## src/rtl/spi_master.sv

```systemverilog
// SPI master issuing 3-byte register frames {slave id, address, data}, MSB first.
// It samples miso during the data byte of read frames and holds ss high for a guard gap after every frame.
module spi_master #(
    parameter int unsigned SCLK_HALF = 8,
    parameter int unsigned GUARD     = 24,
    parameter logic [7:0]  SLAVE_IDW = 8'hFF,
    parameter logic [7:0]  SLAVE_IDR = 8'h00
) (
    input  logic       clock,
    input  logic       n_reset,
    input  logic       start,
    input  logic       rw,
    input  logic [7:0] addr,
    input  logic [7:0] wdata,
    output logic       busy,
    output logic       done,
    output logic [7:0] rdata,
    output logic       ss,
    output logic       sclk,
    output logic       mosi,
    input  logic       miso
);

    localparam int unsigned HALF_W     = $clog2(SCLK_HALF);
    localparam int unsigned GUARD_W    = $clog2(GUARD);
    localparam int unsigned FRAME_BITS = 24;

    typedef enum logic [2:0] {
        S_IDLE,
        S_SETUP,
        S_HIGH,
        S_LOW,
        S_GUARD
    } state_e;

    state_e                  state_q, state_d;
    logic [HALF_W-1:0]       half_cnt_q, half_cnt_d;
    logic [GUARD_W-1:0]      guard_cnt_q, guard_cnt_d;
    logic [4:0]              bit_cnt_q, bit_cnt_d;
    logic [FRAME_BITS-1:0]   sr_q, sr_d;
    logic                    rw_q, rw_d;
    logic [7:0]              cap_q, cap_d;
    logic                    ss_q, ss_d;
    logic                    sclk_q, sclk_d;
    logic                    busy_q, busy_d;
    logic                    done_q, done_d;
    logic [7:0]              rdata_q, rdata_d;
    logic                    half_end_c;
    logic                    guard_end_c;

    assign half_end_c  = (half_cnt_q == HALF_W'(SCLK_HALF - 1));
    assign guard_end_c = (guard_cnt_q == GUARD_W'(GUARD - 1));

    // State and output registers.
    always_ff @(posedge clock or negedge n_reset) begin
        if (!n_reset) begin
            state_q     <= S_IDLE;
            half_cnt_q  <= '0;
            guard_cnt_q <= '0;
            bit_cnt_q   <= '0;
            sr_q        <= '0;
            rw_q        <= 1'b0;
            cap_q       <= '0;
            ss_q        <= 1'b1;
            sclk_q      <= 1'b0;
            busy_q      <= 1'b0;
            done_q      <= 1'b0;
            rdata_q     <= '0;
        end else begin
            state_q     <= state_d;
            half_cnt_q  <= half_cnt_d;
            guard_cnt_q <= guard_cnt_d;
            bit_cnt_q   <= bit_cnt_d;
            sr_q        <= sr_d;
            rw_q        <= rw_d;
            cap_q       <= cap_d;
            ss_q        <= ss_d;
            sclk_q      <= sclk_d;
            busy_q      <= busy_d;
            done_q      <= done_d;
            rdata_q     <= rdata_d;
        end
    end

    // Next-state logic. mosi is the shift register MSB; zero fill leaves mosi low after the last bit.
    always_comb begin
        state_d   = state_q;
        bit_cnt_d = bit_cnt_q;
        sr_d      = sr_q;
        rw_d      = rw_q;
        cap_d     = cap_q;
        ss_d      = ss_q;
        sclk_d    = sclk_q;
        busy_d    = busy_q;
        done_d    = 1'b0;
        rdata_d   = rdata_q;

        unique case (state_q)
            S_IDLE: begin
                if (start) begin
                    sr_d    = {rw ? SLAVE_IDR : SLAVE_IDW, addr, rw ? 8'h00 : wdata};
                    rw_d    = rw;
                    cap_d   = '0;
                    ss_d    = 1'b0;
                    busy_d  = 1'b1;
                    state_d = S_SETUP;
                end
            end
            S_SETUP: begin
                if (half_end_c) begin
                    sclk_d  = 1'b1;
                    state_d = S_HIGH;
                end
            end
            S_HIGH: begin
                if (half_cnt_q == '0 && rw_q && bit_cnt_q[4:3] == 2'd2) begin
                    cap_d = {cap_q[6:0], miso};
                end
                if (half_end_c) begin
                    sclk_d    = 1'b0;
                    bit_cnt_d = bit_cnt_q + 5'd1;
                    sr_d      = {sr_q[FRAME_BITS-2:0], 1'b0};
                    state_d   = S_LOW;
                end
            end
            S_LOW: begin
                // bit_cnt reaches FRAME_BITS only during the final LOW phase.
                if (half_end_c) begin
                    if (bit_cnt_q == 5'(FRAME_BITS)) begin
                        ss_d      = 1'b1;
                        bit_cnt_d = '0;
                        state_d   = S_GUARD;
                    end else begin
                        sclk_d  = 1'b1;
                        state_d = S_HIGH;
                    end
                end
            end
            S_GUARD: begin
                if (guard_end_c) begin
                    done_d  = 1'b1;
                    busy_d  = 1'b0;
                    state_d = S_IDLE;
                    if (rw_q) begin
                        rdata_d = cap_q;
                    end
                end
            end
            default: state_d = S_IDLE;
        endcase

        half_cnt_d  = (state_d == state_q && state_q != S_IDLE && state_q != S_GUARD)
                      ? half_cnt_q + HALF_W'(1) : '0;
        guard_cnt_d = (state_d == S_GUARD && state_q == S_GUARD)
                      ? guard_cnt_q + GUARD_W'(1) : '0;
    end

    assign busy  = busy_q;
    assign done  = done_q;
    assign rdata = rdata_q;
    assign ss    = ss_q;
    assign sclk  = sclk_q;
    assign mosi  = sr_q[FRAME_BITS-1];

endmodule

```

## config.mk

```make
export PLATFORM = sky130hd
export DESIGN_NAME = spi_master
export DESIGN_NICKNAME = d
export VERILOG_FILES = /design/src/rtl/spi_master.sv
export SDC_FILE = /design/constraint.sdc
export NUM_CORES = 1
export LEC_CHECK = 0
export ABC_CLOCK_PERIOD_IN_PS = 2000
export BUFFER_PORTS_ARGS = -buffer_cell sky130_fd_sc_hd__buf_2
export CORE_ASPECT_RATIO = 0.75
export CORE_MARGIN = 5
export CORE_UTILIZATION = 52
export CTS_CLUSTER_SIZE = 28
export DETAILED_ROUTE_END_ITERATION = 8
export GPL_TIMING_DRIVEN = 0
export PLACE_DENSITY_LB_ADDON = 0.1
export SLEW_MARGIN = 40
export SYNTH_ARGS = -nofsm -noshare
export SYNTH_HDL_FRONTEND = slang
export SYNTH_SLANG_ARGS = --single-unit
```

## constraint.sdc

```tcl
create_clock -name clock -period 2 [get_ports clock]
set_input_delay 0.2 -clock clock [delete_from_list [all_inputs] [get_ports clock]]
set_output_delay 0.2 -clock clock [all_outputs]
set_load 0.05 [all_outputs]
```

==> run summary, run 1 <==
R2R Setup Slk = 110 ps
Clk_lat worst skew = 330 ps
Worst-margin pin slew = 543 ps
Post-detail-place hpwl = 3840 um
Element type at the critical path start = flip-flop
Worst slew margin = 63.8%
H-tree level count = 3
RSZ-0062 raised after global routing = no
Worst path top cell family by delay = adder cells
Crit-path max FO = 10
Drc violations = 0
Slowest CP cell = dfrtp_1
Run status = finished clean
Worst Setup End Kind = flip-flop
Routability congestion estimate = 0.770
CP max stage delay = 400 ps
Synthesized area = 2920 um^2
Synth Register Bits = 61
Nets = 334
Area leader, netlist = dfrtp_1
Slew Limit Fails = 0
Worst slack at placement = -192 ps
Reg2Reg Depth = 7
Crit path from = half_cnt_q[0]
Cell Count, Final, Fillers Out = 387
Antenna cells = 0
Prevailing post-synth register cell = dfrtp_1
Max clock buf depth = 2
Drt wl/cell = 14.5 um
Final hold slack = 99.8 ps
Total congestion overflow = 0
Worst min-delay path class = input pin to flip-flop
Compound-Gate Fraction of Synth Area = 11.1%
Post-detailed-routing wire length = 5590 um
P_leak = 1.61 nW
CTS tree = built
Clock Sinks = 61
DIE AREA = 7220 um^2
Worst Path Required = 2250 ps
Synth-to-layout area growth = 16.0%
Power Dens Cells = 1240 nW/um^2
Min Clock Period, post-route = 1890 ps
Gr usage total = 17.8%
Post-synth ARST share = 100%
IO Count = 34
Unique masters post-synth = 40
WS Path Type = flip-flop to flip-flop
Final setup violating endpoints = 0
Max_cap viols = 0
Max Clk Rate = 0.530 GHz
Routed Antenna Nets = 0
Drt first pass iters = 4
Layout cells sized above 1 = 26.6%
Starting density of the core = 54.2%
Synth area leaders = dfrtp_1 51%, mux2i_1 8.6%, a21oi_1 6.3%
Setup Buffers After CTS = 0
Largest family of logic cells by synthesized area = multiplexers
Initial antenna violation count = 0
Core area = 5380 um^2
Xor and xnor fraction of the mapped netlist area = 0.901%
Reg2reg start = half_cnt_q[0]
Vias = 1,981
Final worst slack = 112 ps
Largest net degree at the start of global routing = 62
Simple-gate share of the synthesized area = 11.7%
Final worst path period share = 94.4%
Fin. Hold Viols = 0
Setup crit end = sr_q[21]
Area fraction of the dominant cell type after synthesis = 51.5%
Post-synthesis cell count = 263
Clock transition at the registers of the reported paths = 60 ps
Number of flops mapped to enable cells by yosys = 0
Vias in the first global route = 1,954
Cell area after layout = 3380 um^2
CP Cell Sequence = ha_1, ha_4, mux2_2, and2_1, buf_2, clkbuf_2, a21oi_1
Die W = 96.5 um
Dpl cells = 371
FP Rows = 23
First-pass GRT wire length = 9680 um
Post-Syn Nets = 290
Post-synthesis sequential area ratio = 52.4%
Clk_skew = 4.22 ps
Mux cell area share after synthesis = 16.2%
Drt initial violations = 83
Finished Core Util = 62.9%
Worst IR drop on VDD = 622 uV
Syn Area/Cell = 11.1 um^2
Vias per cell = 5.12
PortBufs = 33
YS warnings = 0
Die Ht = 74.9 um
Reg2reg end = sr_q[21]
Hold path start = miso
WP data arrival = 2140 ps
Placement Cell Area = 3180 um^2
Synth Area in Adders = 2.57%
Buf/Inv on CP = 2
Clock Root Buffer = clkbuf_8
CTS buffer count = 9
Stages on the worst setup path = 7
[cell usage in the layout (no fill, tap or decap), types with 4 or more instances in the layout]
master and n:
a21oi_1 37, a31oi_1 8, and2_1 4, buf_2 37, clkbuf_1 9, clkbuf_8 11
dfrtp_1 60, ha_1 5, inv_1 16, mux2_2 9, mux2_4 8, mux2i_1 25
nand2_1 18, nand4b_1 4, nor2_1 10, nor2b_1 5
[registers in the layout (all words and copies together) (netlist names)]
register,flops
guard_cnt_q,5
rw_q,1
rdata,8
bit_cnt_q,5
sclk,1
half_cnt_q,3
cap_q,8
done,1
sr_q,24
busy,1
state_q,3
ss,1
[cell type report]
| cell class | count | area (um^2) |
|---|---|---|
| fillers | 482 | 2000 |
| inverters | 17 | 63.8 |
| plain buffers | 16 | 91.3 |
| clock buffers | 15 | 166 |
| multi-input cells | 168 | 1250 |
| repair buffers | 34 | 181 |
| clock inverters | 1 | 5.00 |
| well taps | 75 | 93.8 |
| flip-flops and latches | 61 | 1530 |
[per-layer routing]
metal / GRT usage, % / share of wire (%)
met2: 23.9 / 43
met3: 5.69 / 4.1
met5: 0 / 0
met1: 27.3 / 52
met4: 5.60 / 1.1
[metrics by stage]
stage                     TNS [ps]  total power (W)
after floorplan                  0          0.00288
after global placement       -1770          0.00318
after detailed placement     -2200          0.00322
after CTS                        0          0.00419
after global routing             0          0.00452
final                            0          0.00418
[cells by family (layout without fill, tap and decap cells)]
| kind of cell | after synthesis | in the layout |
|---|---|---|
| buf+inv | 34 | 83 |
| fa+ha+maj | 6 | 6 |
| simple gates | 60 | 60 |
| compound gates | 57 | 57 |
| mux | 42 | 42 |
| flops | 61 | 61 |
| xor+xnor | 3 | 3 |
[worst min path at each step]
stage	end	slack, ps	depth (start not counted)
floorplan	bit_cnt_q[0]	-100	0
global placement	cap_q[0]	440	3
detailed placement	rdata[2]	320	1
CTS	cap_q[0]	90	3
global route	cap_q[0]	100	3
finish	cap_q[0]	100	3
[worst reg2reg max path, cell delays in order (launching register included)]
cell and delay (ps):
dfrtp_1 400, ha_1 240, ha_4 210, mux2_2 290, and2_1 130, buf_2 170, clkbuf_2 210, a21oi_1 160
[where the power goes]
part	internal, W	switching (W)	leakage, nW	total (W)
clock	0.000518	0.000438	0.0877	0.000956
sequential	0.00162	0.000248	0.761	0.00187
combinational	0.000594	0.000759	0.758	0.00135
total	0.00273	0.00145	1.61	0.00418
[synth_stat cells, drive strengths merged (2+ instances only)]
| cell type | n |
|---|---|
| a21oi | 37 |
| buf | 9 |
| o21ai | 3 |
| nand3 | 3 |
| nand4b | 4 |
| nand3b | 3 |
| xnor2 | 2 |
| nor2 | 10 |
| clkbuf | 8 |
| a22o | 2 |
| nor3b | 3 |
| mux2i | 25 |
| dfrtp | 60 |
| nand2 | 18 |
| nor2b | 5 |
| mux2 | 17 |
| a31oi | 8 |
| or3b | 4 |
| o22ai | 2 |
| ha | 6 |
| and2 | 4 |
| inv | 16 |
[repair_timing]
| item | in CTS | in global routing |
|---|---|---|
| pin swaps | 0 | 0 |
| hold buffers | 1 | 0 |
| setup endpoints to repair | 24 | 21 |
| cloned | 0 | 0 |
| gates resized for setup | 1 | 6 |
| endpoints found under the hold margin | 60 | 0 |
Note: power is estimated with default switching activity, not from simulation.
==> run 2, diff against run 1 <==
BUFFER_PORTS_ARGS = -buffer_cell sky130_fd_sc_hd__clkbuf_2   (was -buffer_cell sky130_fd_sc_hd__buf_2)
==> run 2 against run 1 <==
  * Fmax about the same
  * Global-route usage is 0.30 points higher
  * Via count up 2.7%
  * Clock skew increased by 2.3 ps
  * Clock-buffer cell count fell by 2
  * Final area fell by 0.22%
  * First-iteration DRC count is 22% higher
  * Utilization decreased by 0.14 points
  * Sequential power about the same
  * Wire length is 2.7% higher
  * Critical endpoint is now sr_q[23]
==> run summary, run 2 (same netlist as run 1, synthesis figures left out) <==
P_leak = 1.60 nW (was 1.61 nW)
Routed Antenna Nets = 0 (unchanged)
PortBufs = 33 (unchanged)
Slew Limit Fails = 0 (unchanged)
Gr usage total = 18.1% (was 17.8%)
FP Rows = 23 (unchanged)
Layout cells sized above 1 = 26.7% (was 26.6%)
IO Count = 34 (unchanged)
Final setup violating endpoints = 0 (unchanged)
Cell area after layout = 3380 um^2 (about the same)
Worst Setup End Kind = flip-flop (unchanged)
Drt first pass iters = 4 (unchanged)
Clk_skew = 6.49 ps (was 4.22 ps)
WP data arrival = 2100 ps (was 2140 ps)
Clk_lat worst skew = 330 ps (about the same)
Drc violations = 0 (unchanged)
Finished Core Util = 62.7% (was 62.9%)
Nets = 334 (unchanged)
Synth-to-layout area growth = 15.7% (was 16.0%)
First-pass GRT wire length = 9850 um (was 9680 um)
Worst slew margin = 67.3% (was 63.8%)
Most frequent cells in the layout = 60 x dfrtp_1, 37 x a21oi_1, 33 x clkbuf_2 (was 60 x dfrtp_1, 37 x a21oi_1, 37 x buf_2)
Vias in the first global route = 2,068 (was 1,954)
Total power = 0.00416 W (was 0.00418 W)
DIE AREA = 7220 um^2 (unchanged)
Min Clock Period, post-route = 1890 ps (about the same)
Reg2Reg Depth = 7 (unchanged)
CTS buffer count = 9 (unchanged)
Leading cell type in the layout, fill and taps excluded = dfrtp_1 (unchanged)
Initial antenna violation count = 0 (unchanged)
Starting density of the core = 54.2% (unchanged)
Max clock buf depth = 2 (unchanged)
Placement Cell Area = 3190 um^2 (was 3180 um^2)
WS Path Type = flip-flop to flip-flop (unchanged)
Die Ht = 74.9 um (unchanged)
Max_cap viols = 0 (unchanged)
Post-detailed-routing wire length = 5750 um (was 5590 um)
CTS tree = built (unchanged)
Vias = 2,035 (was 1,981)
Worst Path Required = 2210 ps (was 2250 ps)
H-tree level count = 3 (unchanged)
Drt wl/cell = 14.9 um (was 14.5 um)
Register Area = 1530 um^2 (unchanged)
Die W = 96.5 um (unchanged)
Run status = finished clean (unchanged)
Clock transition at the registers of the reported paths = 60 ps (about the same)
Vias per cell = 5.27 (was 5.12)
RSZ-0062 raised after global routing = no (unchanged)
Total congestion overflow = 0 (unchanged)
Element type at the critical path start = flip-flop (unchanged)
Top reg by flops = sr_q (unchanged)
Worst-margin pin slew = 491 ps (was 543 ps)
Worst min-delay path class = input pin to flip-flop (unchanged)
Largest net degree at the start of global routing = 62 (unchanged)
Worst IR drop on VDD = 655 uV (was 622 uV)
Final worst path period share = 94.4% (about the same)
Max Clk Rate = 0.530 GHz (about the same)
Crit-path max FO = 10 (unchanged)
Setup TNS Final = 0 ps (unchanged)
Clock Root Buffer = clkbuf_8 (unchanged)
Clock Sinks = 61 (unchanged)
Drt initial violations = 101 (was 83)
Antenna cells = 0 (unchanged)
Core area = 5380 um^2 (unchanged)
Max reg flops = 24 (unchanged)
Hold depth = 3 (unchanged)
Post-detail-place hpwl = 3970 um (was 3840 um)
Power Dens Cells = 1230 nW/um^2 (was 1240 nW/um^2)
Fillers = 445 (was 482)
Final hold slack = 82.2 ps (was 99.8 ps)
Routability congestion estimate = 0.778 (was 0.770)
Footprint of the multi-input gates = 1250 um^2 (unchanged)
Fin. Hold Viols = 0 (unchanged)
run 2: power by group:
part | leakage, nW | internal (W) | switching [W]
sequential | 0.761 | 0.00162 | 0.000248
clock | 0.0833 | 0.000474 | 0.000436
combinational | 0.758 | 0.000600 | 0.000779
total | 1.60 | 0.00270 | 0.00146
run 2: repair_timing:
action	4_1_cts	5_1_grt
hold buffers	1	0
setup endpoints to repair	24	8
setup buffers	0	0
resized for setup	2	7
hold endpoints to repair	60	0
run 2: routing by layer:
| layer | up-vias | wire (um) | track usage [%] |
|---|---|---|---|
| li1 | 1010 | - | - |
| met1 | 989 | 2910 | 25.7 |
| met2 | 34 | 2570 | 26.5 |
| met3 | 2 | 230 | 6.79 |
| met4 | 0 | 31 | 4.67 |
| met5 | - | 0 | 0 |
run 2: path summary, 6_finish.rpt:
kind                            slack, ps             to           from
worst max-delay path                  110       sr_q[23]  half_cnt_q[0]
worst min-delay path                   80       cap_q[0]           miso
worst max register to register        110       sr_q[23]  half_cnt_q[0]
worst min register to register        470  half_cnt_q[0]  half_cnt_q[0]
max in group asynchronous            1190             ss        n_reset
min in group asynchronous             420       rdata[3]        n_reset
run 2: worst max-delay path, cell delays in order, from the launching register on:
cell      delay [ps]
dfrtp_1          400
ha_1             240
ha_4             200
mux2_2           300
and2_1           150
buf_2            160
clkbuf_4         200
mux2i_1          130
run 2: cell type report:
cell class                 instances  area share [%]
clock buffer                      13            4.41
sequential                        61            45.3
tap                               75            2.78
timing repair buffer              34            5.45
clock inverter                     2           0.297
inverter                          17            1.89
multi-input combinational        168            37.1
buffer                            16            2.78
run 2: stage by stage:
stage / instances / worst slack [ps]
final: 386 / 113
after global routing: 386 / 8.44
after CTS: 386 / 61.9
after detailed placement: 371 / -238
after global placement: 371 / -187
after floorplan: 263 / 132
